===== src/rtl/fifo_dispatcher.sv =====
`default_nettype none
// ============================================================================
// Module      : fifo_dispatcher
// Description : Pops words from a shared FIFO and delivers each one to a
//               single reader. Readers are granted round-robin. Each word
//               arrives as a one-cycle, one-hot valid pulse on a shared data
//               bus. Only one word is in flight at a time.
// Revision    : 1.0 - initial release
// ============================================================================
module fifo_dispatcher #(
    parameter int NUM_READERS = 2,
    parameter int DATA_W      = 8,
    parameter int COUNT_W     = 16
) (
    input  logic                   i_clk,
    input  logic                   i_reset,
    input  logic                   i_empty,
    input  logic [DATA_W-1:0]      i_rdata,
    output logic                   o_re,
    input  logic [NUM_READERS-1:0] i_req,
    output logic [NUM_READERS-1:0] o_valid,
    output logic [DATA_W-1:0]      o_data,
    output logic [COUNT_W-1:0]     o_words
);

    localparam int C_RR_W = (NUM_READERS > 1) ? $clog2(NUM_READERS) : 1;
    localparam logic [C_RR_W-1:0] C_RR_RESET = C_RR_W'(NUM_READERS - 1);

    typedef enum logic [1:0] {
        ST_IDLE    = 2'd0,
        ST_READ    = 2'd1,
        ST_LOAD    = 2'd2,
        ST_DELIVER = 2'd3
    } state_t;

    state_t                   state_q, state_d;
    logic                     re_q, re_d;
    logic [NUM_READERS-1:0]   valid_q, valid_d;
    logic [DATA_W-1:0]        data_q, data_d;
    logic [COUNT_W-1:0]       words_q, words_d;
    logic [C_RR_W-1:0]        rr_last_q, rr_last_d;
    logic [C_RR_W-1:0]        grant_q, grant_d;

    logic [C_RR_W-1:0]        w_pick;
    logic                     w_found;
    int                       w_idx;

    // Round-robin search: first requester after the last-served reader, wrapping.
    always_comb begin
        w_pick  = rr_last_q;
        w_found = 1'b0;
        w_idx   = 0;
        for (int k = 1; k <= NUM_READERS; k++) begin
            w_idx = int'(rr_last_q) + k;
            if (w_idx >= NUM_READERS) begin
                w_idx = w_idx - NUM_READERS;
            end
            if (!w_found && i_req[C_RR_W'(w_idx)]) begin
                w_found = 1'b1;
                w_pick  = C_RR_W'(w_idx);
            end
        end
    end

    // Next-state and registered-output logic for the four-phase dispatch cycle.
    always_comb begin
        state_d   = state_q;
        re_d      = 1'b0;
        valid_d   = '0;
        data_d    = data_q;
        words_d   = words_q;
        rr_last_d = rr_last_q;
        grant_d   = grant_q;
        case (state_q)
            ST_IDLE: begin
                // The target is frozen here; later request changes are ignored.
                if (!i_empty && w_found) begin
                    grant_d = w_pick;
                    re_d    = 1'b1;
                    state_d = ST_READ;
                end
            end
            ST_READ: begin
                state_d = ST_LOAD;
            end
            ST_LOAD: begin
                data_d = i_rdata;
                for (int i = 0; i < NUM_READERS; i++) begin
                    valid_d[i] = (grant_q == C_RR_W'(i));
                end
                state_d = ST_DELIVER;
            end
            ST_DELIVER: begin
                // Priority rotates only once the word has actually been handed over.
                rr_last_d = grant_q;
                words_d   = words_q + COUNT_W'(1);
                state_d   = ST_IDLE;
            end
            default: begin
                state_d = ST_IDLE;
            end
        endcase
    end

    // State register; reset drops any word already popped but not yet delivered.
    always_ff @(posedge i_clk or posedge i_reset) begin
        if (i_reset) begin
            state_q   <= ST_IDLE;
            re_q      <= 1'b0;
            valid_q   <= '0;
            data_q    <= '0;
            words_q   <= '0;
            rr_last_q <= C_RR_RESET;
            grant_q   <= '0;
        end else begin
            state_q   <= state_d;
            re_q      <= re_d;
            valid_q   <= valid_d;
            data_q    <= data_d;
            words_q   <= words_d;
            rr_last_q <= rr_last_d;
            grant_q   <= grant_d;
        end
    end

    assign o_re    = re_q;
    assign o_valid = valid_q;
    assign o_data  = data_q;
    assign o_words = words_q;

endmodule
`default_nettype wire


===== config.mk =====
export PLATFORM = sky130hd
export DESIGN_NAME = fifo_dispatcher
export DESIGN_NICKNAME = d
export VERILOG_FILES = /design/src/rtl/fifo_dispatcher.sv
export SDC_FILE = /design/constraint.sdc
export NUM_CORES = 1
export LEC_CHECK = 0
export CAP_MARGIN = 40
export CELL_PAD_IN_SITES_DETAIL_PLACEMENT = 0
export CELL_PAD_IN_SITES_GLOBAL_PLACEMENT = 2
export CORE_ASPECT_RATIO = 0.75
export CORE_UTILIZATION = 27
export CTS_CLUSTER_SIZE = 14
export DETAILED_ROUTE_END_ITERATION = 16
export PLACE_DENSITY_LB_ADDON = 0.3
export SYNTH_ARGS = -nofsm -noshare
export SYNTH_HDL_FRONTEND = slang
export SYNTH_SLANG_ARGS = --single-unit

===== constraint.sdc =====
create_clock -name i_clk -period 1.5 [get_ports i_clk]
set_input_delay 0.3 -clock i_clk [delete_from_list [all_inputs] [get_ports i_clk]]
set_output_delay 0.3 -clock i_clk [all_outputs]
set_load 0.02 [all_outputs]

==> run metrics <==
R2R Path Start=state_q[1]; Layout Nets=173; # rows=21; FF-to-FF setup slack=0.12 ns; hold crit path type=in2async; largest net degree at the start of global routing=32; most frequent cells in the layout=dfrtp_1 (27), dlygate4sd2_1 (25), clkdlybuf4s50_1 (11); #FFs+latches synth=31; DIE AREA=5250 um^2; TritonCTS buffer count=5; max-slew violation count=0; outcome=completed; Final Hold Fails=0; Max rail drop VDD=785 uV; DR iter-0 viols=8; register area=781 um^2; layout cells sized above 1=0.237; core area=4600 um^2; FF-to-FF path depth=5; H-tree Lvls=2; Slowest-stage cell, CP=dfrtp_2; Area Growth Syn to Fin=45.9%; Worst Path Required=1.20 ns; fmax=689 MHz; vias=897; Layout Skew=0.00340 ns; first-pass GRT wire length=4520 um; post-DP HPWL=1890 um; dpl cell area=1830 um^2; Avg Inst Size Synth=13.3 um^2; fin crit period=1.45 ns; maxcap violations=0; n_diodes=0; commonest non-fill, non-tap cell in the layout=dfrtp_1; io pins=40; Synth Net Count=119; Port Buffers=38; Initial Util=0.291; GRT Util Overall=0.111; Crit. End Element=output pin; Critical Path AT=1.15 ns; CP max stage delay=0.43 ns; P per Cell Area=1650 nW/um^2; reg-to-reg endpoint=o_words[10]; CP Cell Sequence=buf_4 > dlygate4sd2_1; GP Congestion=0.741; Yosys warning total=0; gr ovfl total=0; mapped cell area=1340 um^2; Via density=4.21; Setup Viol. Count Final=0; fin crit share=0.967; clock sink total=31; Mapped Cells=101; fillers=448; LEAKAGE=1.01 nW; post-route cell area=1950 um^2; Startpoint Class=flip-flop; clock-pin slew on the worst setup and hold paths=0.06 ns; Synth cell types=25; Max Root-Sink Buffers=2; initial antenna violation count=0; Worst-Margin Slew=0.287 ns; Worst-Skew Late Latency=0.27 ns; register area share after synthesis=0.580; RSZ-0062 raised after global routing=no; kind of critical path=reg2out; Total Wirelength=2590 um; vias in the first global route=937; power consumption=3.22 mW; Die Span Y=63.0 um; Max FO, Critical Path=4; die span in x=83.3 um; WP buf/inv=2; Multi-input gate area=552 um^2; drt wl/cell=12.2 um; Root Buffer=clkbuf_8; Post-route DRC=0; post-route ant nets=0; pre-CTS setup slack=-0.0657 ns; Final WS setup=0.0489 ns; Top delay family on crit path=buffers and inverters; CTS tree=built; iteration count of the initial detailed-routing pass=4; slew margin rel.=0.807
-- registers in the layout (all words and copies together) (netlist names) --
register / count
o_re: 1
state_q: 2
grant_q: 1
rr_last_q: 1
o_valid: 2
o_words: 16
o_data: 8
-- per-layer routing --
metal | global-route usage | part of all wire | vias up
met5 | 0 | 0 | -
met4 | 0.0323 | 0.0046 | 0
met3 | 0.0436 | 0.058 | 2
met2 | 0.177 | 0.47 | 25
met1 | 0.140 | 0.47 | 418
li1 | - | - | 452
-- how the worst max path moves through the flow --
| stage | to | startpoint | slack, ns | cells after the start |
|---|---|---|---|---|
| floorplan | o_words[15] | state_q[1] | 0.07 | 6 |
| global placement | o_words[15] | state_q[1] | 0.02 | 5 |
| detailed placement | o_words[15] | state_q[1] | -0.07 | 5 |
| CTS | o_re | o_re | 0.0003 | 1 |
| global route | o_words[10] | state_q[0] | 0.008 | 5 |
| finish | o_words[0] | o_words[0] | 0.05 | 2 |
-- Yosys cell counts (all sizes together) --
| master | count | share of area |
|---|---|---|
| dfrtp | 30 | 0.56 |
| mux2 | 10 | 0.084 |
| xnor2 | 9 | 0.059 |
| nand2 | 7 | 0.020 |
| nand3 | 6 | 0.036 |
| xor2 | 6 | 0.039 |
| ha | 5 | 0.047 |
| inv | 5 | 0.014 |
| o21ai | 5 | 0.019 |
| nand4 | 3 | 0.014 |
| and2 | 2 | 0.0093 |
| and3 | 2 | 0.0093 |
| nor2 | 2 | 0.0056 |
| nor4 | 2 | 0.032 |
| and4 | 1 | 0.0065 |
| buf | 1 | 0.0056 |
| clkbuf | 1 | 0.0028 |
| dfstp | 1 | 0.020 |
| nand3b | 1 | 0.0056 |
| nor2b | 1 | 0.0047 |
| nor3 | 1 | 0.0075 |
-- stage by stage --
step,hold slack (ns),setup TNS (ns),utilization,instances
6_report,0.364,0,0.425,213
4_1_cts,0.360,0,0.410,207
3_5_place_dp,0.464,-0.0657,0.398,199
3_3_place_gp,0.457,0,0.398,199
5_1_grt,0.418,0,0.425,213
2_1_floorplan,0.403,0,-,101
-- power by group --
group	total (mW)	internal, mW	switching (mW)
combinational	1.32	0.650	0.669
sequential	1.30	1.12	0.184
clock	0.601	0.325	0.276
total	3.22	2.09	1.13
-- what timing repair did --
action | CTS | global route
endpoints found under the setup margin | 27 | 9
pin swaps | 0 | 2
gates resized for setup | 27 | 7
hold buffers | 0 | 0
setup buffers | 0 | 6
-- worst reg2reg max path: stages (launching register included) --
cell     delay, ns
dfrtp_1       0.39
ha_4          0.18
nand2_1       0.12
nor4_4        0.31
buf_4         0.17
xor2_1        0.14
-- cell families (layout without fill, tap and decap cells) --
kind of cell             count (synthesis)  after routing  synth area share
buffers and inverters                    7             62            0.0224
adder cells (fa/ha/maj)                  5              5            0.0467
multiplexers                            10             10            0.0841
AO/OA/AOI/OAI                            5              5            0.0187
AND/OR/NAND/NOR                         28             28             0.150
XOR/XNOR                                15             15            0.0981
flip-flops                              31             31             0.580
-- area by class of cell --
class	instances	area share
tap	57	0.0365
clock inverter	1	0.00256
multi-input combinational	63	0.283
inverter	5	0.00961
clock buffer	7	0.0391
timing repair buffer	49	0.230
sequential	31	0.400
Power figures use the tool's default switching activity.
